$ cat src/rtl/mem_bus_arbiter_if.sv
// ---------------------------------------------------------------------------
// mem_bus_arbiter_if
//   Bundles every handshake and RAM-bus signal of mem_bus_arbiter.
//   master : arbiter view (takes requests and ram_rdata; drives ready, rdata
//            and the RAM control/address/write-data lines)
//   slave  : environment view (the IF/MEM requesters plus the RAM)
//   Signals:
//     inst_req/inst_addr -> inst_rdata/inst_ready        fetch port
//     data_req/data_we/data_addr/data_wdata
//                        -> data_rdata/data_ready        load/store port
//     ram_ce/ram_we/ram_addr/ram_wdata <- ram_rdata      single-ported RAM
// ---------------------------------------------------------------------------
interface mem_bus_arbiter_if #(
    parameter int ADDR_W = 32,
    parameter int DATA_W = 32
);
    logic              inst_req;
    logic [ADDR_W-1:0] inst_addr;
    logic [DATA_W-1:0] inst_rdata;
    logic              inst_ready;

    logic              data_req;
    logic              data_we;
    logic [ADDR_W-1:0] data_addr;
    logic [DATA_W-1:0] data_wdata;
    logic [DATA_W-1:0] data_rdata;
    logic              data_ready;

    logic              ram_ce;
    logic              ram_we;
    logic [ADDR_W-1:0] ram_addr;
    logic [DATA_W-1:0] ram_wdata;
    logic [DATA_W-1:0] ram_rdata;

    modport master (
        input  inst_req, inst_addr,
        input  data_req, data_we, data_addr, data_wdata,
        input  ram_rdata,
        output inst_rdata, inst_ready,
        output data_rdata, data_ready,
        output ram_ce, ram_we, ram_addr, ram_wdata
    );

    modport slave (
        output inst_req, inst_addr,
        output data_req, data_we, data_addr, data_wdata,
        output ram_rdata,
        input  inst_rdata, inst_ready,
        input  data_rdata, data_ready,
        input  ram_ce, ram_we, ram_addr, ram_wdata
    );
endinterface

$ cat src/rtl/mem_bus_arbiter.sv
// ---------------------------------------------------------------------------
// mem_bus_arbiter
//   Shares one single-ported RAM between instruction fetch and load/store.
//   A request seen in IDLE is latched, held on the RAM for RAM_LATENCY BUSY
//   cycles, then completed in a RESP cycle with a one-cycle ready pulse.
//   Every access returns through IDLE, so back-to-back accesses cost
//   RAM_LATENCY+2 cycles.
//   Ports:
//     clk  - clock
//     rst  - synchronous reset, active-high
//     bus  - mem_bus_arbiter_if.master (requester handshakes + RAM bus)
//   Parameters: ADDR_W, DATA_W, RAM_LATENCY (1..4)
//   Build option: define MEM_ARB_ROUND_ROBIN_EN to alternate grants when both
//   requesters contend; otherwise data always wins over instruction.
// ---------------------------------------------------------------------------
module mem_bus_arbiter #(
    parameter int ADDR_W      = 32,
    parameter int DATA_W      = 32,
    parameter int RAM_LATENCY = 1
) (
    input  logic               clk,
    input  logic               rst,
    mem_bus_arbiter_if.master  bus
);
    typedef enum logic [1:0] {ST_IDLE, ST_BUSY, ST_RESP} state_t;
    typedef enum logic {OWN_INST, OWN_DATA} owner_t;

    localparam int            CNT_W    = 3;
    localparam logic [CNT_W-1:0] CNT_LAST = CNT_W'(RAM_LATENCY - 1);

    state_t            state_q;
    owner_t            owner_q;
    logic [CNT_W-1:0]  cnt_q;
    logic              ram_ce_q;
    logic              ram_we_q;
    logic [ADDR_W-1:0] ram_addr_q;
    logic [DATA_W-1:0] ram_wdata_q;
    logic              inst_ready_q;
    logic              data_ready_q;
    logic [DATA_W-1:0] inst_rdata_q;
    logic [DATA_W-1:0] data_rdata_q;
`ifdef MEM_ARB_ROUND_ROBIN_EN
    owner_t            last_grant_q;
`endif

    logic   grant_data_d;
    owner_t owner_d;

    // Grant decision, only consumed in IDLE when at least one request is up.
    always_comb begin
        grant_data_d = bus.data_req;
`ifdef MEM_ARB_ROUND_ROBIN_EN
        if (bus.inst_req && bus.data_req) begin
            grant_data_d = (last_grant_q == OWN_INST);
        end
`endif
    end

    assign owner_d = grant_data_d ? OWN_DATA : OWN_INST;

    always_ff @(posedge clk) begin
        if (rst) begin
            state_q      <= ST_IDLE;
            owner_q      <= OWN_INST;
            cnt_q        <= '0;
            ram_ce_q     <= 1'b0;
            ram_we_q     <= 1'b0;
            ram_addr_q   <= '0;
            ram_wdata_q  <= '0;
            inst_ready_q <= 1'b0;
            data_ready_q <= 1'b0;
            inst_rdata_q <= '0;
            data_rdata_q <= '0;
`ifdef MEM_ARB_ROUND_ROBIN_EN
            last_grant_q <= OWN_INST;
`endif
        end else begin
            case (state_q)
                ST_IDLE: begin
                    if (bus.inst_req || bus.data_req) begin
                        state_q     <= ST_BUSY;
                        owner_q     <= owner_d;
                        cnt_q       <= '0;
                        ram_ce_q    <= 1'b1;
                        // Write strobe only for the first BUSY cycle of a store.
                        ram_we_q    <= grant_data_d && bus.data_we;
                        ram_addr_q  <= grant_data_d ? bus.data_addr : bus.inst_addr;
                        ram_wdata_q <= grant_data_d ? bus.data_wdata : '0;
`ifdef MEM_ARB_ROUND_ROBIN_EN
                        last_grant_q <= owner_d;
`endif
                    end
                end
                ST_BUSY: begin
                    ram_we_q <= 1'b0;
                    cnt_q    <= cnt_q + 1'b1;
                    if (cnt_q == CNT_LAST) begin
                        state_q <= ST_RESP;
                        // Ready is registered so it is high exactly in RESP.
                        if (owner_q == OWN_DATA) begin
                            data_ready_q <= 1'b1;
                        end else begin
                            inst_ready_q <= 1'b1;
                        end
                    end
                end
                ST_RESP: begin
                    state_q      <= ST_IDLE;
                    ram_ce_q     <= 1'b0;
                    inst_ready_q <= 1'b0;
                    data_ready_q <= 1'b0;
                    if (owner_q == OWN_DATA) begin
                        data_rdata_q <= bus.ram_rdata;
                    end else begin
                        inst_rdata_q <= bus.ram_rdata;
                    end
                end
                default: state_q <= ST_IDLE;
            endcase
        end
    end

    assign bus.ram_ce     = ram_ce_q;
    assign bus.ram_we     = ram_we_q;
    assign bus.ram_addr   = ram_addr_q;
    assign bus.ram_wdata  = ram_wdata_q;
    assign bus.inst_ready = inst_ready_q;
    assign bus.data_ready = data_ready_q;

    // During RESP the owner sees RAM data directly; otherwise the held copy.
    assign bus.inst_rdata = (state_q == ST_RESP && owner_q == OWN_INST) ? bus.ram_rdata
                                                                        : inst_rdata_q;
    assign bus.data_rdata = (state_q == ST_RESP && owner_q == OWN_DATA) ? bus.ram_rdata
                                                                        : data_rdata_q;
endmodule

$ cat src/flat_wrapper.sv
// flat-port wrapper written by rule: the top's interface ports become plain ports
module mem_bus_arbiter_flat 
#(
    parameter int ADDR_W      = 32,
    parameter int DATA_W      = 32,
    parameter int RAM_LATENCY = 1
)
  (clk, rst, bus_inst_req, bus_inst_addr, bus_data_req, bus_data_we, bus_data_addr, bus_data_wdata, bus_ram_rdata, bus_inst_rdata, bus_inst_ready, bus_data_rdata, bus_data_ready, bus_ram_ce, bus_ram_we, bus_ram_addr, bus_ram_wdata);
  mem_bus_arbiter_if #(.ADDR_W(ADDR_W), .DATA_W(DATA_W)) bus_i ();
  input  logic clk;
  input  logic rst;
  input wire logic [$bits(bus_i.inst_req)-1:0] bus_inst_req;
  input wire logic [$bits(bus_i.inst_addr)-1:0] bus_inst_addr;
  input wire logic [$bits(bus_i.data_req)-1:0] bus_data_req;
  input wire logic [$bits(bus_i.data_we)-1:0] bus_data_we;
  input wire logic [$bits(bus_i.data_addr)-1:0] bus_data_addr;
  input wire logic [$bits(bus_i.data_wdata)-1:0] bus_data_wdata;
  input wire logic [$bits(bus_i.ram_rdata)-1:0] bus_ram_rdata;
  output wire logic [$bits(bus_i.inst_rdata)-1:0] bus_inst_rdata;
  output wire logic [$bits(bus_i.inst_ready)-1:0] bus_inst_ready;
  output wire logic [$bits(bus_i.data_rdata)-1:0] bus_data_rdata;
  output wire logic [$bits(bus_i.data_ready)-1:0] bus_data_ready;
  output wire logic [$bits(bus_i.ram_ce)-1:0] bus_ram_ce;
  output wire logic [$bits(bus_i.ram_we)-1:0] bus_ram_we;
  output wire logic [$bits(bus_i.ram_addr)-1:0] bus_ram_addr;
  output wire logic [$bits(bus_i.ram_wdata)-1:0] bus_ram_wdata;
  assign bus_i.inst_req = bus_inst_req;
  assign bus_i.inst_addr = bus_inst_addr;
  assign bus_i.data_req = bus_data_req;
  assign bus_i.data_we = bus_data_we;
  assign bus_i.data_addr = bus_data_addr;
  assign bus_i.data_wdata = bus_data_wdata;
  assign bus_i.ram_rdata = bus_ram_rdata;
  assign bus_inst_rdata = bus_i.inst_rdata;
  assign bus_inst_ready = bus_i.inst_ready;
  assign bus_data_rdata = bus_i.data_rdata;
  assign bus_data_ready = bus_i.data_ready;
  assign bus_ram_ce = bus_i.ram_ce;
  assign bus_ram_we = bus_i.ram_we;
  assign bus_ram_addr = bus_i.ram_addr;
  assign bus_ram_wdata = bus_i.ram_wdata;
  mem_bus_arbiter #(.ADDR_W(ADDR_W), .DATA_W(DATA_W), .RAM_LATENCY(RAM_LATENCY)) u_core (.clk(clk), .rst(rst), .bus(bus_i));
endmodule
$ cat config.mk
export PLATFORM = sky130hd
export DESIGN_NAME = mem_bus_arbiter_flat
export DESIGN_NICKNAME = d
export VERILOG_FILES = /design/src/rtl/mem_bus_arbiter_if.sv /design/src/rtl/mem_bus_arbiter.sv /design/src/flat_wrapper.sv
export SDC_FILE = /design/constraint.sdc
export NUM_CORES = 1
export LEC_CHECK = 0
export CAP_MARGIN = 0
export CELL_PAD_IN_SITES_DETAIL_PLACEMENT = 1
export CELL_PAD_IN_SITES_GLOBAL_PLACEMENT = 1
export CORE_AREA = 2 2 149 136
export DETAILED_ROUTE_END_ITERATION = 6
export DIE_AREA = 0 0 151 138
export HOLD_SLACK_MARGIN = 0.1
export PLACE_DENSITY = 0.8
export SYNTH_ARGS = -nofsm -noshare
export SYNTH_HDL_FRONTEND = slang
export SYNTH_SLANG_ARGS = --single-unit
$ cat constraint.sdc
create_clock -name clk -period 2.05 [get_ports clk]
set_input_delay 0.41 -clock clk [delete_from_list [all_inputs] [get_ports clk]]
set_output_delay 0.41 -clock clk [all_outputs]
set_load 0.005 [all_outputs]
Yosys cells after proc, flatten, opt, wreduce, memory -nomap -nowiden
Cells that the tools add are included.
{ "op_classes": {"n_reduce_logical": 17, "bitwise": 1, "muxes": 20, "n_eq_ne": 6, "n_addsub": 1} }
{ "op_table": {"columns": ["operator", "count"], "rows": [
  ["$mux 32", 4],
  ["$reduce_and 2->1", 6],
  ["$pmux 1 s2", 4],
  ["$mux 1", 7],
  ["$ne 2x1->1 const B", 3],
  ["$pmux 3 s2", 1],
  ["$reduce_and 3->1", 2],
  ["$reduce_bool 2->1", 3],
  ["$mux 2", 2],
  ["$pmux 2 s2", 1],
  ["$add 3x1->3 const B", 1],
  ["$logic_and 1x1->1", 3],
  ["$logic_not 3->1", 1],
  ["$mux 3", 1],
  ["$eq 2x1->1 const B", 1],
  ["$eq 2x2->1 const B", 1],
  ["$logic_not 2->1", 1],
  ["$ne 2x2->1 const B", 1],
  ["$logic_or 1x1->1", 1],
  ["$not 1->1", 1]
]} }
{ "totals": {"reg_bits": 138, "inputBits": 133} }

Longest topological paths before layout
{ "logic_depth": {"ltp_word": 3, "ltp_mapped": 5} }

Least setup slack after synthesis
Ideal clock, no wire load.
{ "synth_path": {"path_type": "reg-to-output", "startpoint": "reg u_core.state_q[0]", "endpoint": "out bus_inst_rdata[10]", "required_ns": 1.640, "slack_ns": 0.346, "arrival_ns": 1.294, "stages_incl_launch_ff": 5, "path_cell_list": "dfxtp_1 > buf_4 > nor3b_4 > buf_6 > mux2_2"} }
{ "synth_between": {"elab_chain_cells": 3} }
{ "synth_lines": {"columns": ["element", "line", "text"], "rows": [
  ["from (decl)", "mem_bus_arbiter.sv:31", "state_t state_q;"],
  ["from (signal assigned)", "mem_bus_arbiter.sv:63", "state_q <= ST_IDLE;"],
  ["from (signal assigned)", "mem_bus_arbiter.sv:81", "state_q <= ST_BUSY;"],
  ["from (signal assigned)", "mem_bus_arbiter.sv:98", "state_q <= ST_RESP;"],
  ["$eq 2x2->1", "mem_bus_arbiter.sv:131", "assign bus.inst_rdata = (state_q == ST_RESP && owner_q == OWN_INST) ? bus.ram_rdata"],
  ["$logic_and 1x1->1", "mem_bus_arbiter.sv:131", null],
  ["$mux 32", "mem_bus_arbiter.sv:131", null],
  ["to (decl)", "flat_wrapper.sv:19", "output wire logic [$bits(bus_i.inst_rdata)-1:0] bus_inst_rdata;"]
]} }
Every way passes these cells.

Final worst setup path
{ "layout_path": {"startpoint": "reg u_core.state_q[0]", "endpoint": "out bus_inst_rdata[18]"} }
The elaborated chain is that of the path after synthesis.

==> flow_results.xml <==
<?xml version="1.0" encoding="UTF-8"?>
<metrics>
  <group name="yosys">
    <metric name="syn_area" unit="um2">5680</metric>
    <metric name="syn-num-nets" unit="">683</metric>
    <metric name="synth_area_per_cell" unit="um2">10.4</metric>
    <metric name="synth_compound_gate_area_share" unit="">0.142</metric>
    <metric name="yosys.area_share.adder" unit="">0.00440</metric>
    <metric name="synth-warning-count" unit="">0</metric>
    <metric name="ys_types" unit="">32</metric>
    <metric name="synth_simple_gate_area_share" unit="">0.123</metric>
    <metric name="synth_seq_cells" unit="">138</metric>
    <metric name="syn_inst" unit="">548</metric>
    <metric name="post_synth_mux_area_share" unit="">0.199</metric>
    <metric name="synth_seq_area_share" unit="">0.486</metric>
    <metric name="largest_family_of_logic_cells_by_synthesized_area" unit="">multiplexers</metric>
    <metric name="synthXorXnorAreaFrac" unit="">0.00154</metric>
  </group>
  <group name="routing">
    <metric name="routedLengthMet1" unit="um">8280</metric>
    <metric name="met2RoutedLength" unit="um">9990</metric>
    <metric name="drt_iter0_drc" unit="">129</metric>
    <metric name="routed_wirelength" unit="um">20500</metric>
    <metric name="drtAntennaViolNets" unit="">0</metric>
    <metric name="drc" unit="">0</metric>
    <metric name="met3_wire_len" unit="um">1890</metric>
    <metric name="drt_first_pass_iters" unit="">4</metric>
    <metric name="via_density_per_instance" unit="">4.67</metric>
    <metric name="routed.top_layer" unit="">met4</metric>
    <metric name="num_vias" unit="">5137</metric>
    <metric name="wl_per_cell" unit="um">18.6</metric>
  </group>
  <group name="sta">
    <metric name="slew_violations" unit="">0</metric>
    <metric name="max_slew_margin" unit="">0.537</metric>
    <metric name="rsz_0062_raised_after_global_routing" unit="">true</metric>
    <metric name="finalClockSkew" unit="ns">0.0117</metric>
    <metric name="actual_transition_at_the_worst_max_transition_pin" unit="ns">0.695</metric>
    <metric name="hold_viol_final" unit="">0</metric>
    <metric name="final-setup-viol-count" unit="">39</metric>
    <metric name="max_freq" unit="MHz">452</metric>
    <metric name="timing.final.ws_setup" unit="ns">-0.161</metric>
    <metric name="timing.setup.tns" unit="ns">-4.65</metric>
    <metric name="final_cycle_share" unit="">1.08</metric>
    <metric name="finalWorstPathRequiredPeriod" unit="ns">2.21</metric>
  </group>
  <group name="die">
    <metric name="fp.dieArea" unit="um2">20800</metric>
    <metric name="placementRows" unit="">49</metric>
    <metric name="dieWidth" unit="um">151</metric>
    <metric name="design.portCount" unit="">265</metric>
    <metric name="coreArea" unit="um2">19500</metric>
    <metric name="die_height" unit="um">138</metric>
    <metric name="initial_core_util" unit="">0.291</metric>
  </group>
  <group name="pwr">
    <metric name="final_total_pwr" unit="mW">7.40</metric>
    <metric name="vdd_ir_drop_max" unit="mV">0.423</metric>
    <metric name="total_leakage_power" unit="nW">4.12</metric>
    <metric name="power_density" unit="nW/um2">762</metric>
  </group>
  <group name="clock_tree">
    <metric name="cts_root_buf" unit="">clkbuf_16</metric>
    <metric name="clock_tree.htree_level_count" unit="">4</metric>
    <metric name="clk_pin_slew_worst_paths" unit="ns">0.06</metric>
    <metric name="cts_made_buffers" unit="">17</metric>
    <metric name="clock_insertion_delay_worst_skew" unit="ns">0.41</metric>
    <metric name="clkSinkCount" unit="">138</metric>
    <metric name="clk_path_buf_depth" unit="">2</metric>
    <metric name="tritoncts" unit="">done</metric>
  </group>
  <group name="cells_and_area">
    <metric name="final_core_utilization" unit="">0.498</metric>
    <metric name="insertedDiodeCount" unit="">0</metric>
    <metric name="total_area_of_multi_input_combinational_cells" unit="um2">2820</metric>
    <metric name="number_of_fillers_in_the_final_layout" unit="">2117</metric>
    <metric name="regArea" unit="um2">2770</metric>
    <metric name="drive_gt1_frac" unit="">0.257</metric>
    <metric name="area_growth" unit="%">71.0</metric>
    <metric name="nets" unit="">967</metric>
  </group>
  <group name="placed_design">
    <metric name="post-place-ws" unit="ns">-0.0546</metric>
    <metric name="place.detailed.hpwl" unit="um">13200</metric>
    <metric name="number_of_i_o_port_buffers" unit="">264</metric>
    <metric name="gp_congestion" unit="">0.727</metric>
  </group>
  <group name="worst_setup_path">
    <metric name="timing.critical_path.to_type" unit="">primary output</metric>
    <metric name="ff2ff_setup_slack" unit="ns">0.27</metric>
    <metric name="critPathMaxFanout" unit="">7</metric>
    <metric name="crit_arrival" unit="ns">1.80</metric>
    <metric name="worst_setup_path_start_kind" unit="">flop</metric>
    <metric name="critical_path_class" unit="">flop to primary output</metric>
    <metric name="critical_path_required" unit="ns">1.64</metric>
  </group>
  <group name="grt">
    <metric name="groute.usage.overall" unit="">0.193</metric>
    <metric name="grt-ovfl-total" unit="">0</metric>
    <metric name="first_global_vias" unit="">5555</metric>
    <metric name="grt_max_degree" unit="">45</metric>
    <metric name="antenna_found_initial" unit="">0</metric>
    <metric name="grt_pass1_wl" unit="um">31200</metric>
  </group>
  <group name="job">
    <metric name="drv_cap" unit="">0</metric>
  </group>
  <group name="min_path">
    <metric name="worstHoldPathType" unit="">primary input to flop</metric>
  </group>
  <group name="run_status">
    <metric name="status" unit="">finished, violations left</metric>
    <metric name="failed_checks" unit="">negative setup slack</metric>
  </group>
</metrics>
## final cells by class
type                    instances  area share
clock buffers                  21      0.0464
clock inverters                11      0.0116
inverters                       5     0.00193
multi-input cells             358       0.290
flip-flops and latches        138       0.285
well taps                     255      0.0328
repair buffers                312       0.332
## kinds of logic (layout without fill, tap and decap cells)
| family | count (synthesis) | after routing |
|---|---|---|
| fa+ha+maj | 2 | 2 |
| buf+inv | 52 | 349 |
| mux | 96 | 96 |
| simple gates | 117 | 117 |
| compound gates | 142 | 142 |
| flops | 138 | 138 |
| xor+xnor | 1 | 1 |
## routing by layer
metal  vias to the layer above  track usage
met5                         -            0
met1                      2436        0.220
li1                       2470            -
met2                       208        0.328
met4                         0       0.0541
met3                        23       0.0809
## worst max-delay path, cell delays in order, from the launching register on
cell and delay (ns):
dfxtp_4 0.36, nor3b_4 0.27, buf_6 0.17, buf_12 0.14, mux2_4 0.32, buf_6 0.12
## through the flow
stage | instances | cell area (um2) | hold WS [ns]
floorplan | 548 | 5680 | 0.464
global placement | 1038 | 8650 | 0.456
detailed placement | 1038 | 8650 | 0.469
CTS | 1095 | 9730 | 0.372
global route | 1100 | 9710 | 0.380
finish | 1100 | 9710 | 0.393
## sequential cells by signal, indices dropped and copies added, names as in the netlist
name                   flops
u_core.bus.inst_ready      1
u_core.data_rdata_q       32
u_core.bus.ram_addr       32
u_core.bus.ram_ce          1
u_core.inst_rdata_q       32
u_core.bus.data_ready      1
u_core.cnt_q               3
u_core.bus.ram_we          1
u_core.owner_q             1
u_core.state_q             2
u_core.bus.ram_wdata      32
## repair_timing
item                       CTS  global route
gates cloned                 5             0
buffers inserted            20            10
hold endpoints to repair     0             0
pin swaps                    1             1
gates resized for setup    304            54
setup endpoints to repair   64            64
hold buffers                 0             0
## worst paths after layout
path	depth (start not counted)	startpoint	endpoint
max reg2reg	7	u_core.state_q[0]	u_core.inst_rdata_q[21]
min reg2reg	2	u_core.bus.ram_wdata[13]	u_core.bus.ram_wdata[13]
min	3	bus_data_req	u_core.owner_q
max	5	u_core.state_q[0]	bus_inst_rdata[18]
## synth_stat cells
library cell	instances	area, um2
nor3_1	2	10.0
nor3b_4	1	18.8
nor2_1	1	3.75
nor2_2	2	12.5
buf_2	16	80.1
mux2_2	27	304
inv_1	5	18.8
o21ai_0	34	170
dfxtp_1	138	2760
ha_1	2	25.0
or2_1	1	6.26
nor3b_2	1	12.5
or2_2	1	6.26
mux2_4	24	360
nand3b_4	1	20.0
buf_4	1	7.51
and2b_1	26	195
o211ai_1	2	15.0
nor4b_1	1	8.76
nand2b_1	2	12.5
nand2_1	38	143
mux2i_1	32	320
a22o_1	2	17.5
xor2_1	1	8.76
nand3b_1	1	7.51
a31oi_1	1	6.26
buf_6	4	45.0
clkbuf_1	26	97.6
mux2_1	13	146
nor2b_1	39	244
a21oi_1	71	355
a211oi_1	32	240
## layout by cell type, fill, tap and decap left out, drive strengths merged
cell type | synthesis | routed
and2b | 26 | 26
nor4b | 1 | 1
clkbuf | 26 | 33
clkinvlp | 0 | 3
nor3b | 2 | 2
a21oi | 71 | 71
or2 | 2 | 2
nor2b | 39 | 39
nand2b | 2 | 2
clkdlybuf4s50 | 0 | 198
nand3b | 2 | 2
o211ai | 2 | 2
a211oi | 32 | 32
nor2 | 3 | 3
nand2 | 38 | 38
dfxtp | 138 | 138
buf | 21 | 102
a22o | 2 | 2
bufinv | 0 | 1
ha | 2 | 2
nor3 | 2 | 2
clkinv | 0 | 2
mux2i | 32 | 32
mux2 | 64 | 64
xor2 | 1 | 1
inv | 5 | 10
a31oi | 1 | 1
o21ai | 34 | 34
## where the power goes
part / internal [mW] / total (mW) / switching, mW
logic: 0.890 / 1.50 / 0.607
registers: 2.85 / 2.94 / 0.0870
clock network: 1.73 / 2.96 / 1.23
total: 5.47 / 7.40 / 1.93
No activity file was read; power rests on OpenSTA's default activity.
